`src/rtl/kv_pkg.sv`:
```
// Shared definitions for the two-table key/value lookup: widths, entry layout,
// controller state encoding and the two table hash functions.
package kv_pkg;

    localparam int KEY_WIDTH    = 16;
    localparam int VAL_WIDTH    = 9;
    localparam int H1_ADDR_BITS = 3;
    localparam int H2_ADDR_BITS = 4;
    localparam int ENTRY_WIDTH  = 1 + KEY_WIDTH + VAL_WIDTH;
    localparam int STAT_WIDTH   = 16;

    // Entry layout: {valid, key, value_addr}, valid in the MSB.
    localparam int ENT_VALID_BIT = ENTRY_WIDTH - 1;
    localparam int ENT_KEY_LSB   = VAL_WIDTH;
    localparam int ENT_VAL_LSB   = 0;

    typedef enum logic [2:0] {
        ST_IDLE = 3'd0,
        ST_RD1  = 3'd1,
        ST_CMP1 = 3'd2,
        ST_RD2  = 3'd3,
        ST_CMP2 = 3'd4,
        ST_RESP = 3'd5
    } kv_state_e;

    function automatic logic [H1_ADDR_BITS-1:0] kv_hash1(input logic [KEY_WIDTH-1:0] key);
        return key[H1_ADDR_BITS-1:0];
    endfunction

    // Fold the next nibble into the index so keys sharing low bits spread across table 2.
    function automatic logic [H2_ADDR_BITS-1:0] kv_hash2(input logic [KEY_WIDTH-1:0] key);
        logic [KEY_WIDTH-1:0] mix;
        mix = key ^ (key >> H2_ADDR_BITS);
        return mix[H2_ADDR_BITS-1:0];
    endfunction

    function automatic logic ent_valid(input logic [ENTRY_WIDTH-1:0] e);
        return e[ENT_VALID_BIT];
    endfunction

    function automatic logic [KEY_WIDTH-1:0] ent_key(input logic [ENTRY_WIDTH-1:0] e);
        return e[ENT_KEY_LSB +: KEY_WIDTH];
    endfunction

    function automatic logic [VAL_WIDTH-1:0] ent_val(input logic [ENTRY_WIDTH-1:0] e);
        return e[ENT_VAL_LSB +: VAL_WIDTH];
    endfunction

    function automatic logic [STAT_WIDTH-1:0] sat_inc(input logic [STAT_WIDTH-1:0] v);
        return (v == {STAT_WIDTH{1'b1}}) ? v : v + 1'b1;
    endfunction

endpackage

```
`src/rtl/kv_rr_arb2.sv`:
```
// Two-input round-robin arbiter; on a tie the requester not granted last wins.
// last_q resets to 1 so requester 0 takes the first tie.
module kv_rr_arb2 (
    input  logic       clock,
    input  logic       reset_n,
    input  logic [1:0] req_i,
    input  logic       en_i,
    input  logic       accept_i,
    output logic [1:0] grant_o
);

    logic last_q;
    logic [1:0] pick;

    always_comb begin
        pick = req_i;
        if (req_i == 2'b11) begin
            pick = last_q ? 2'b01 : 2'b10;
        end
    end

    assign grant_o = en_i ? pick : 2'b00;

    always_ff @(posedge clock or negedge reset_n) begin
        if (!reset_n) begin
            last_q <= 1'b1;
        end else if (accept_i) begin
            last_q <= grant_o[1];
        end
    end

endmodule

```
`src/rtl/kv_lookup_ctrl.sv`:
```
// Lookup sequencer: arbitrates two requesters, probes table 1 then table 2, returns hit/miss.
// Define KV_LOOKUP_STATS_EN to add saturating hit1/hit2/miss counters as output ports.
//
// state | meaning
// IDLE  | waiting for a request, req_ready driven by the arbiter
// RD1   | table 1 read issued (h1_en high for this cycle only)
// CMP1  | table 1 entry returned, compare against latched key
// RD2   | table 2 read issued (h2_en high for this cycle only)
// CMP2  | table 2 entry returned, compare against latched key
// RESP  | response held until rsp_ready
module kv_lookup_ctrl
    import kv_pkg::*;
(
    input  logic                     clock,
    input  logic                     reset_n,
    input  logic [1:0]               req_valid,
    input  logic [2*KEY_WIDTH-1:0]   req_key,
    output logic [1:0]               req_ready,
    output logic                     h1_en,
    output logic [H1_ADDR_BITS-1:0]  h1_addr,
    input  logic [ENTRY_WIDTH-1:0]   h1_rdata,
    output logic                     h2_en,
    output logic [H2_ADDR_BITS-1:0]  h2_addr,
    input  logic [ENTRY_WIDTH-1:0]   h2_rdata,
    output logic                     rsp_valid,
    input  logic                     rsp_ready,
    output logic                     rsp_id,
    output logic                     rsp_hit,
    output logic                     rsp_table,
    output logic [VAL_WIDTH-1:0]     rsp_value_addr
`ifdef KV_LOOKUP_STATS_EN
    ,
    output logic [STAT_WIDTH-1:0]    stat_hit1,
    output logic [STAT_WIDTH-1:0]    stat_hit2,
    output logic [STAT_WIDTH-1:0]    stat_miss
`endif
);

    kv_state_e                state_q;
    logic [KEY_WIDTH-1:0]     key_q;
    logic                     id_q;
    logic                     h1_en_q;
    logic [H1_ADDR_BITS-1:0]  h1_addr_q;
    logic                     h2_en_q;
    logic [H2_ADDR_BITS-1:0]  h2_addr_q;
    logic                     rsp_valid_q;
    logic                     rsp_id_q;
    logic                     rsp_hit_q;
    logic                     rsp_table_q;
    logic [VAL_WIDTH-1:0]     rsp_value_addr_q;

    logic                     arb_en;
    logic [1:0]               grant;
    logic [1:0]               accept;
    logic [KEY_WIDTH-1:0]     sel_key;
    logic                     hit1;
    logic                     hit2;

    // Gating with reset_n keeps req_ready low while reset is held, even though IDLE is the reset state.
    assign arb_en = reset_n && (state_q == ST_IDLE);

    kv_rr_arb2 u_arb (
        .clock    (clock),
        .reset_n  (reset_n),
        .req_i    (req_valid),
        .en_i     (arb_en),
        .accept_i (|accept),
        .grant_o  (grant)
    );

    assign req_ready = grant;
    assign accept    = req_valid & grant;
    assign sel_key   = grant[1] ? req_key[KEY_WIDTH +: KEY_WIDTH] : req_key[0 +: KEY_WIDTH];

    assign hit1 = ent_valid(h1_rdata) && (ent_key(h1_rdata) == key_q);
    assign hit2 = ent_valid(h2_rdata) && (ent_key(h2_rdata) == key_q);

    always_ff @(posedge clock or negedge reset_n) begin
        if (!reset_n) begin
            state_q          <= ST_IDLE;
            key_q            <= '0;
            id_q             <= 1'b0;
            h1_en_q          <= 1'b0;
            h1_addr_q        <= '0;
            h2_en_q          <= 1'b0;
            h2_addr_q        <= '0;
            rsp_valid_q      <= 1'b0;
            rsp_id_q         <= 1'b0;
            rsp_hit_q        <= 1'b0;
            rsp_table_q      <= 1'b0;
            rsp_value_addr_q <= '0;
        end else begin
            case (state_q)
                ST_IDLE: begin
                    if (|accept) begin
                        key_q     <= sel_key;
                        id_q      <= grant[1];
                        h1_en_q   <= 1'b1;
                        h1_addr_q <= kv_hash1(sel_key);
                        state_q   <= ST_RD1;
                    end
                end
                ST_RD1: begin
                    h1_en_q   <= 1'b0;
                    h1_addr_q <= '0;
                    state_q   <= ST_CMP1;
                end
                ST_CMP1: begin
                    if (hit1) begin
                        rsp_valid_q      <= 1'b1;
                        rsp_id_q         <= id_q;
                        rsp_hit_q        <= 1'b1;
                        rsp_table_q      <= 1'b0;
                        rsp_value_addr_q <= ent_val(h1_rdata);
                        state_q          <= ST_RESP;
                    end else begin
                        h2_en_q   <= 1'b1;
                        h2_addr_q <= kv_hash2(key_q);
                        state_q   <= ST_RD2;
                    end
                end
                ST_RD2: begin
                    h2_en_q   <= 1'b0;
                    h2_addr_q <= '0;
                    state_q   <= ST_CMP2;
                end
                ST_CMP2: begin
                    rsp_valid_q      <= 1'b1;
                    rsp_id_q         <= id_q;
                    rsp_hit_q        <= hit2;
                    rsp_table_q      <= hit2;
                    rsp_value_addr_q <= hit2 ? ent_val(h2_rdata) : '0;
                    state_q          <= ST_RESP;
                end
                ST_RESP: begin
                    if (rsp_ready) begin
                        rsp_valid_q <= 1'b0;
                        state_q     <= ST_IDLE;
                    end
                end
                default: begin
                    h1_en_q     <= 1'b0;
                    h2_en_q     <= 1'b0;
                    rsp_valid_q <= 1'b0;
                    state_q     <= ST_IDLE;
                end
            endcase
        end
    end

    assign h1_en          = h1_en_q;
    assign h1_addr        = h1_addr_q;
    assign h2_en          = h2_en_q;
    assign h2_addr        = h2_addr_q;
    assign rsp_valid      = rsp_valid_q;
    assign rsp_id         = rsp_id_q;
    assign rsp_hit        = rsp_hit_q;
    assign rsp_table      = rsp_table_q;
    assign rsp_value_addr = rsp_value_addr_q;

`ifdef KV_LOOKUP_STATS_EN
    logic [STAT_WIDTH-1:0] stat_hit1_q;
    logic [STAT_WIDTH-1:0] stat_hit2_q;
    logic [STAT_WIDTH-1:0] stat_miss_q;
    logic                  rsp_fire;

    assign rsp_fire = rsp_valid_q && rsp_ready;

    always_ff @(posedge clock or negedge reset_n) begin
        if (!reset_n) begin
            stat_hit1_q <= '0;
            stat_hit2_q <= '0;
            stat_miss_q <= '0;
        end else if (rsp_fire) begin
            if (!rsp_hit_q) begin
                stat_miss_q <= sat_inc(stat_miss_q);
            end else if (rsp_table_q) begin
                stat_hit2_q <= sat_inc(stat_hit2_q);
            end else begin
                stat_hit1_q <= sat_inc(stat_hit1_q);
            end
        end
    end

    assign stat_hit1 = stat_hit1_q;
    assign stat_hit2 = stat_hit2_q;
    assign stat_miss = stat_miss_q;
`endif

endmodule

```
`config.mk`:
```
export PLATFORM = sky130hd
export DESIGN_NAME = kv_lookup_ctrl
export DESIGN_NICKNAME = d
export VERILOG_FILES = /design/src/rtl/kv_pkg.sv /design/src/rtl/kv_rr_arb2.sv /design/src/rtl/kv_lookup_ctrl.sv
export SDC_FILE = /design/constraint.sdc
export NUM_CORES = 1
export LEC_CHECK = 0
export CORE_MARGIN = 2
export CORE_UTILIZATION = 40
export CTS_CLUSTER_DIAMETER = 120
export DETAILED_ROUTE_END_ITERATION = 16
export PLACE_DENSITY = 0.77
export REMOVE_ABC_BUFFERS = 1
export SYNTH_ARGS = -nofsm -noshare
export SYNTH_HDL_FRONTEND = slang
export SYNTH_HIERARCHICAL = 1
export SYNTH_SLANG_ARGS = --single-unit
```
`constraint.sdc`:
```
create_clock -name clock -period 2.88 [get_ports clock]
set_input_delay 0.576 -clock clock [delete_from_list [all_inputs] [get_ports clock]]
set_output_delay 0.576 -clock clock [all_outputs]
set_load 0.01 [all_outputs]
```
==> results of run 1 <==
==> through the flow <==
stage	setup slack (ns)	hold slack, ns	utilization, %
after global routing	0.0756	0.407	62.7
after floorplan	0.218	0.280	-
after CTS	0.212	0.379	62.7
after global placement	0.0938	0.464	60.5
after detailed placement	0.0409	0.462	60.5
final	0.209	0.362	62.7
==> layout by cell type, fill, tap and decap left out, types with 2 or more instances in the layout <==
cell type / Yosys / routed
a21oi_1: 6 / 6
o2111ai_1: 2 / 2
a22o_1: 2 / 2
clkdlybuf4s50_1: 0 / 111
nand3_1: 2 / 2
nand4_1: 11 / 11
mux2i_1: 13 / 13
and2_1: 12 / 12
nor2b_1: 5 / 5
dfrtp_1: 42 / 42
buf_4: 0 / 9
mux2_4: 8 / 8
clkbuf_8: 0 / 5
bufinv_16: 0 / 2
nand2_1: 37 / 37
nand2b_1: 5 / 5
nand4b_1: 4 / 4
o21ai_0: 25 / 25
nor2_1: 11 / 11
xnor2_1: 17 / 17
a211oi_1: 3 / 3
nor3_1: 5 / 5
nor3_2: 2 / 2
o311ai_1: 4 / 4
inv_1: 8 / 8
xor2_1: 13 / 13
==> worst max-delay path, cell delays in order, from the launching register on <==
cell	delay, ns
dfrtp_1	0.38
nor3_1	0.37
and2_1	0.24
nand2_1	0.07
a21oi_1	0.16
clkdlybuf4s50_1	0.56
==> per-layer routing <==
layer | part of all wire, % | up-vias
li1 | - | 1201
met4 | 1.7 | 0
met5 | 0 | -
met3 | 6.9 | 13
met2 | 48 | 98
met1 | 43 | 1094
==> state kept, by name (all words and copies together) (netlist names) <==
register,cells
rsp_valid,1
h1_en,1
rsp_table,1
id_q,1
u_arb/last_q,1
state_q,3
rsp_value_addr,9
h1_addr,3
rsp_id,1
rsp_hit,1
h2_en,1
key_q,16
h2_addr,4
==> power groups by stage <==
stage	clock network [mW]	logic, mW	registers, mW
after floorplan	0	0.833	1.20
after global placement	0	1.53	1.15
after detailed placement	0	1.58	1.16
after CTS	0.571	1.59	1.15
after global routing	0.595	1.74	1.20
final	0.559	1.58	1.15
==> cell families after synthesis <==
family	after synthesis	synth area share, %
compound gates	54	13.5
xor+xnor	30	9.98
buf+inv	21	3.80
flops	43	40.9
mux	23	10.4
simple gates	104	21.5
==> worst min-delay path by stage <==
stage                                start                            end  depth (start not counted)
after floorplan                    reset_n         h1_addr[0]$_DFFE_PN0P_                          0
after detailed placement  id_q$_DFFE_PN0P_               id_q$_DFFE_PN0P_                          2
after global routing               reset_n              h2_en$_DFFE_PN0P_                          2
after CTS                          reset_n              h2_en$_DFFE_PN0P_                          2
after global placement    id_q$_DFFE_PN0P_               id_q$_DFFE_PN0P_                          2
final                              reset_n  rsp_value_addr[1]$_DFFE_PN0P_                          2
==> area by class of cell <==
class                   instances  area share, %
inverters                       8          0.755
well taps                      77           2.42
flip-flops and latches         43           27.1
clock inverters                 3           1.70
multi-input cells             211           36.6
repair buffers                121           29.7
clock buffers                   5           1.73
==> flow_metrics.tcl, run 1 <==
set metrics [dict create \
    status "finished, final reports clean" \
    fin_cells 468 \
    slew_violations 0 \
    reg2reg_to "key_q[2]$_DFFE_PN0P_" \
    dp_cells 460 \
    rsz0062_at_grt "false" \
    busiest_layer "met2" \
    grt_remaining_overflow 0 \
    wire_per_inst_um 14.9 \
    h-tree-depth 2 \
    p_sw_share_pct 36.2 \
    timing.slew.headroom_pct 39.6 \
    area_delta_synth_final_pct 51.1 \
    final_antenna_net_count 0 \
    place_congestion 0.816 \
    setup_violations 0 \
    critPathRequiredTime_ns 2.30 \
    cts_setup_buffers 0 \
    numCtsBuffers 5 \
    clock-sinks 43 \
    clockRootBuffer "clkbuf_8" \
    worst_slew_pin_slew_ns 0.906 \
    n_fill_cell 553 \
    final_nets 479 \
    hold_viol_final 0 \
    grt_use_met2_pct 32.5 \
    synthTopCellsByArea "dfrtp_1 40%, xnor2_1 5.7%, nand2_1 5.3%" \
    p_switching_mw 1.19 \
    p_int_mw 2.10 \
    path_clk_slew_ns 0.09 \
    hpwlAfterDp_um 5600 \
    clock_power_share_pct 17.0 \
    final_cell_area_mm2 0.00398 \
    synth.top_cell.area_share_pct 39.9 \
    power_frac_comb_pct 48.0 \
    final_layout_size_suffix_gt1_share_pct 9.46 \
    multi_input_area_mm2 0.00146 \
    yosysUniqueCellTypes 50 \
    post-route-min-period_ns 2.67 \
    cts_resized 0 \
    cp-startpoint "state_q[2]$_DFFE_PN0P_" \
    placed_area_mm2 0.00384 \
    core-area_mm2 0.00635 \
    dr.pass1.iters 4 \
    fmax_mhz 374 \
    cp-start-kind "flop" \
    regArea_mm2 0.00108 \
    drt_iter0_markers 102 \
    crit_end "req_ready[0]" \
    worst-r2r-setup-slack_ns 0.40 \
    seq_power_share_pct 35.0 \
    grt_use_met1_pct 25.5 \
    yosys.area.top_type "dfrtp_1" \
    die_y_um 85.1 \
    grt_pass1_wl_um 11500 \
    wl_um 6990 \
    p_leak_nw 1.64 \
    grt_max_degree 44 \
    cap_violations 0 \
    fin_crit_sh_pct 92.8 \
    viasPerCell 5.14 \
    start_util_pct 41.5 \
    synth_common_cells "42 x dfrtp_1, 37 x nand2_1, 25 x o21ai_0, 17 x xnor2_1" \
    ys_seq_area_share_pct 40.9 \
    powerDensity_mw_per_mm2 826 \
    syn_avg_cell_area_um2 9.57 \
    antenna_found_initial 0 \
    clockBufferDepth 2 \
    skew_ns 0.00763 \
    cts_hold_buf 0 \
    synth_flop_cell "dfrtp_1" \
    met3_usage_pct 5.06 \
    synth_async_sr_flop_share_pct 100 \
    ioPinCount 113 \
    synthCells 275 \
    cts_tree "yes" \
    end_kind "primary output" \
    yosysMostFrequentCell "dfrtp_1" \
    reg2reg_from "state_q[2]$_DFFE_PN0P_" \
    grt_usage_pct 19.7 \
    ys_warn_count 6 \
    synth_edf_count 0 \
    path_max_fanout 3 \
    setup_tns_ns 0 \
    cp.arrival_ns 2.10 \
    crit_type "reg2out" \
    reg2regPathDepth 8 \
    die_width_um 85.1 \
    ir_worst_vdd_mv 0.420 \
    hold_path_class "in2async" \
    vias 2406 \
    portBuffers 112 \
    finalPower_mw 3.29 \
    grt_pass1_vias 2453 \
    netlist_area_mm2 0.00263 \
    antenna_cells 0 \
    drc_errors 0 \
    clk_latency_ns 0.30 \
    rows 29 \
    die-area_mm2 0.00725 \
    synth.ff_latch_count 43 \
]
Note: power is estimated with default switching activity, not from simulation.
==> run 2, diff against run 1 <==
--- a/config.mk
+++ b/config.mk
@@ -6,10 +6,10 @@
 export NUM_CORES = 1
 export LEC_CHECK = 0
 export CORE_MARGIN = 2
-export CORE_UTILIZATION = 40
+export CORE_UTILIZATION = 43
 export CTS_CLUSTER_DIAMETER = 120
 export DETAILED_ROUTE_END_ITERATION = 16
-export PLACE_DENSITY = 0.77
+export PLACE_DENSITY = 0.87
 export REMOVE_ABC_BUFFERS = 1
 export SYNTH_ARGS = -nofsm -noshare
 export SYNTH_HDL_FRONTEND = slang
==> run 2 against run 1 <==
Compared with the run above: wire length rose by 0.79%; utilization grew 4.1 points; register-to-register slack improved by 0.08 ns; worst hold slack improved by 0.014 ns; global-route usage rose by 1.9 points.
==> flow_metrics.tcl, run 2 (synthesis results as in run 1) <==
set metrics [dict create \
    cts_tree "yes" \
    fin_crit_sh_pct 92.8 \
    final_nets 478 \
    drc_errors 0 \
    vias 2472 \
    slew_violations 0 \
    start_util_pct 44.5 \
    dr.pass1.iters 4 \
    clockRootBuffer "clkbuf_8" \
    layout_commonest_cell "clkdlybuf4s50_1" \
    worst_slew_pin_slew_ns 0.847 \
    grt_pass1_vias 2459 \
    rows 28 \
    grt_remaining_overflow 0 \
    finalPower_mw 3.21 \
    cap_violations 0 \
    viasPerCell 5.32 \
    reg2reg_from "state_q[2]$_DFFE_PN0P_" \
    clk_latency_ns 0.29 \
    cp-startpoint "state_q[2]$_DFFE_PN0P_" \
    grt_pass1_wl_um 11300 \
    p_leak_nw 1.63 \
    setup_violations 0 \
    portBuffers 112 \
    wire_per_inst_um 15.1 \
    antenna_cells 0 \
    hold_viol_final 0 \
    skew_ns 0.00702 \
    final_antenna_net_count 0 \
    end_kind "primary output" \
    h-tree-depth 2 \
    die_width_um 82.2 \
    cts_setup_buffers 0 \
    cp-start-kind "flop" \
    ir_worst_vdd_mv 0.365 \
    place_congestion 0.831 \
    cp.arrival_ns 2.10 \
    top_register "key_q" \
    status "finished, final reports clean" \
    worst-r2r-setup-slack_ns 0.48 \
    grt_max_degree 44 \
    multi_input_area_mm2 0.00146 \
    grt_usage_pct 21.7 \
    path_max_fanout 11 \
    hold_path_class "in2async" \
    hpwlAfterDp_um 5620 \
    area_delta_synth_final_pct 50.2 \
    path_clk_slew_ns 0.08 \
    post-route-min-period_ns 2.67 \
    timing.slew.headroom_pct 43.5 \
    final_cell_mix "111 x clkdlybuf4s50_1, 42 x dfrtp_1, 37 x nand2_1" \
    wl_um 7040 \
    regArea_mm2 0.00108 \
    antenna_found_initial 0 \
    crit_type "reg2out" \
    die_y_um 82.2 \
    rsz0062_at_grt "false" \
    core-area_mm2 0.00592 \
    setup_tns_ns 0 \
    largest_reg_flops 16 \
    numCtsBuffers 5 \
    ioPinCount 113 \
    die-area_mm2 0.00676 \
    clockBufferDepth 2 \
    n_fill_cell 503 \
    critPathRequiredTime_ns 2.30 \
    powerDensity_mw_per_mm2 811 \
    fmax_mhz 374 \
    clock-sinks 43 \
    final_layout_size_suffix_gt1_share_pct 9.49 \
    drt_iter0_markers 147 \
]
## run 2: per-layer routing
layer	vias up	routed length [µm]	track usage [%]
met2	103	3570	37.8
li1	1198	-	-
met5	-	0	0
met1	1159	2790	26.1
met4	0	118	5.67
met3	12	567	6.20
## run 2: repair_timing
item	4_1_cts	5_1_grt
setup endpoints to repair	0	1
resized for setup	0	1
hold buffers	0	0
## run 2: worst paths after layout
check	endpoint	cells past startpoint
setup reg to reg	h1_addr[0]$_DFFE_PN0P_	9
hold / removal	rsp_value_addr[5]$_DFFE_PN0P_	2
hold reg to reg	id_q$_DFFE_PN0P_	2
min in group clock	id_q$_DFFE_PN0P_	2
setup / recovery	req_ready[0]	5
max in group asynchronous	u_arb/last_q$_DFFE_PN1P_	2
## run 2: stage by stage
stage          worst slack [ns]  cells  area, µm²  hold WS [ns]  utilization, %
2_1_floorplan             0.218    262       2560         0.280               -
3_3_place_gp              0.130    457       3830         0.460            64.7
3_5_place_dp             0.0911    457       3830         0.476            64.7
4_1_cts                   0.121    465       3950         0.401            66.7
5_1_grt                  0.0509    465       3960         0.429            66.8
6_report                  0.208    465       3960         0.376            66.8
## run 2: layout make-up
type	count	share of cell area, %
sequential	43	27.2
multi-input combinational	211	36.9
clock buffer	6	2.09
inverter	8	0.759
timing repair buffer	120	29.7
tap	75	2.37
clock inverter	2	0.886
## run 2: power breakdown
part	total (mW)	switching (mW)	internal, mW
Clock	0.486	0.205	0.281
Sequential	1.17	0.281	0.889
Combinational	1.55	0.695	0.858
## run 2: worst max-delay path, cell delays in order (launching register included)
cell and delay (ns):
dfrtp_1 0.50, nor3_2 0.28, and2_1 0.20, nand2_1 0.06, a21oi_1 0.18, clkdlybuf4s50_1 0.59
==> run 3, diff against run 2 <==
--- a/config.mk
+++ b/config.mk
@@ -6,12 +6,11 @@
 export NUM_CORES = 1
 export LEC_CHECK = 0
 export CORE_MARGIN = 2
-export CORE_UTILIZATION = 43
+export CORE_UTILIZATION = 42
 export CTS_CLUSTER_DIAMETER = 120
 export DETAILED_ROUTE_END_ITERATION = 16
 export PLACE_DENSITY = 0.87
 export REMOVE_ABC_BUFFERS = 1
 export SYNTH_ARGS = -nofsm -noshare
 export SYNTH_HDL_FRONTEND = slang
-export SYNTH_HIERARCHICAL = 1
 export SYNTH_SLANG_ARGS = --single-unit
==> run 3 against run 2 <==
Compared with the run above: synthesized cell count decreased by 8.4%; total power decreased by 2.8%; critical path depth unchanged; die area decreased by 2.2%; first-iteration DRC count decreased by 37%.
==> flow_metrics.tcl, run 3 <==
set metrics [dict create \
    status "finished, final reports clean" \
    skew_ns 0.00574 \
    rsz0062_at_grt "false" \
    vias 2268 \
    ioPinCount 113 \
    die_width_um 81.3 \
    yosys.area_share.simple_pct 14.3 \
    cp.arrival_ns 2.17 \
    synthCells 252 \
    setup_ws_ns 0.132 \
    slew_violations 0 \
    clk_latency_ns 0.29 \
    dp_slack_ns 0.224 \
    finalPower_mw 3.12 \
    synth.top_cell.area_share_pct 41.8 \
    numCtsBuffers 5 \
    core-area_mm2 0.00585 \
    dr.pass1.iters 4 \
    hold_path_class "in2async" \
    hold_viol_final 0 \
    cts_setup_buffers 0 \
    timing.slew.headroom_pct 63.2 \
    powerDensity_mw_per_mm2 825 \
    clock-sinks 43 \
    cts_tree "yes" \
    placed_area_mm2 0.00368 \
    top_register "key_q" \
    drc_errors 0 \
    die_y_um 81.3 \
    synthMuxAreaShare_pct 11.5 \
    synth_compound_area_share_pct 13.4 \
    clockBufferDepth 2 \
    synth.ff_latch_count 43 \
    synthXorXnorAreaFrac_pct 11.5 \
    cp-start-kind "flop" \
    hpwlAfterDp_um 5160 \
    final_cell_mix "111 x clkdlybuf4s50_1, 48 x nand2_1, 42 x dfrtp_1" \
    synth_flop_cell "dfrtp_1" \
    yosys.area.top_type "dfrtp_1" \
    grt_pass1_vias 2308 \
    ys_seq_area_share_pct 42.9 \
    fmax_mhz 364 \
    synth_common_cells "48 x nand2_1, 42 x dfrtp_1, 19 x xor2_1, 14 x xnor2_1" \
    final_cell_area_mm2 0.00378 \
    layout_commonest_cell "clkdlybuf4s50_1" \
    viasPerCell 5.14 \
    multi_input_area_mm2 0.00131 \
    setup_violations 0 \
    die-area_mm2 0.00662 \
    wl_um 6700 \
    grt_usage_pct 21.0 \
    drt_iter0_markers 93 \
    yosysMostFrequentCell "nand2_1" \
    h-tree-depth 2 \
    area_delta_synth_final_pct 50.5 \
    grt_pass1_wl_um 10600 \
    antenna_found_initial 0 \
    ys_warn_count 0 \
    place_congestion 0.822 \
    final_layout_size_suffix_gt1_share_pct 7.65 \
    path_max_fanout 12 \
    fin_crit_sh_pct 95.4 \
    portBuffers 112 \
    cts_resized 0 \
    final_antenna_net_count 0 \
    yosysUniqueCellTypes 43 \
    clockRootBuffer "clkbuf_8" \
    cap_violations 0 \
    grt_max_degree 44 \
    largest_reg_flops 16 \
    synth_top_family_by_area "simple AND/OR/NAND/NOR gates" \
    path_clk_slew_ns 0.08 \
    grt_remaining_overflow 0 \
    crit_type "reg2out" \
    synth_async_sr_flop_share_pct 100 \
    whs_ns 0.408 \
    p_leak_nw 1.54 \
    regArea_mm2 0.00108 \
    ir_worst_vdd_mv 0.420 \
    start_util_pct 42.9 \
    wire_per_inst_um 15.2 \
    final_nets 458 \
    rows 28 \
    setup_tns_ns 0 \
    antenna_cells 0 \
    end_kind "primary output" \
    synthTopCellsByArea "dfrtp_1 42%, nand2_1 7.2%, xor2_1 6.6%" \
    syn_avg_cell_area_um2 9.97 \
    fin_cells 441 \
    cts_hold_buf 0 \
    post-route-min-period_ns 2.75 \
    n_fill_cell 497 \
    synth_fa_ha_area_share_pct 1.49 \
    netlist_area_mm2 0.00251 \
    final_core_util_pct 64.6 \
    synth_edf_count 0 \
    critPathRequiredTime_ns 2.30 \
    worst_slew_pin_slew_ns 0.552 \
    dp_cells 434 \
]
-- run 3: changes by cell type in the layout (fill, tap and decap cells not counted), moves of 8 or more --
cell     before  now
mux2_4        8    0
nand4_1      11    3
o31ai_1       0    9
o21ai_0      25   13
and2_1       12    0
nand2_1      37   48
-- run 3: critical path, cell delays in order, from the launching register on --
cell and delay, ns:
dfrtp_1 0.55, nor3_4 0.29, nand3_1 0.13, a21o_1 0.26
inv_1 0.11, clkdlybuf4s50_1 0.54
-- run 3: cell families (layout without fill, tap and decap cells) --
logic type                 count (synthesis)  in the layout
xor gates and xnor gates                  33             33
and+or+nand+nor                           76             76
buffers and inverters                     20            134
AOI/OAI and AO/OA                         50             50
muxes                                     27             27
DFF                                       43             43
adders and majority gates                  3              3
-- run 3: cell type report --
type                    count  share of cell area, %
clock buffers               6                   1.92
clock inverters             1                  0.794
inverters                  10                   1.13
multi-input cells         189                   34.7
flip-flops and latches     43                   28.5
well taps                  75                   2.48
repair buffers            117                   30.5
-- run 3: path summary, 6_finish.rpt --
check	start	to	slack (ns)	cells past startpoint
hold / removal	reset_n	state_q[0]$_DFFE_PN0P_	0.41	2
max in group asynchronous	reset_n	key_q[4]$_DFFE_PN0P_	2.10	2
setup / recovery	state_q[0]$_DFFE_PN0P_	req_ready[1]	0.13	5
setup reg to reg	state_q[0]$_DFFE_PN0P_	h1_addr[1]$_DFFE_PN0P_	0.79	7
min in group clock	id_q$_DFFE_PN0P_	id_q$_DFFE_PN0P_	0.49	2
hold reg to reg	id_q$_DFFE_PN0P_	id_q$_DFFE_PN0P_	0.49	2
-- run 3: report_power, final --
| group | total (mW) | leakage, nW | internal (mW) | switching [mW] |
|---|---|---|---|---|
| clock | 0.459 | 0.0513 | 0.254 | 0.205 |
| combinational | 1.45 | 0.963 | 0.831 | 0.624 |
| sequential | 1.21 | 0.526 | 0.896 | 0.309 |
| total | 3.12 | 1.54 | 1.98 | 1.14 |
-- run 3: routing by layer --
| layer | track usage (%) | vias up | part of all wire [%] |
|---|---|---|---|
| met5 | 0 | - | 0 |
| li1 | - | 1105 | - |
| met4 | 5.08 | 0 | 1.1 |
| met3 | 5.44 | 7 | 7.3 |
| met1 | 24.0 | 1066 | 41 |
| met2 | 38.8 | 90 | 50 |
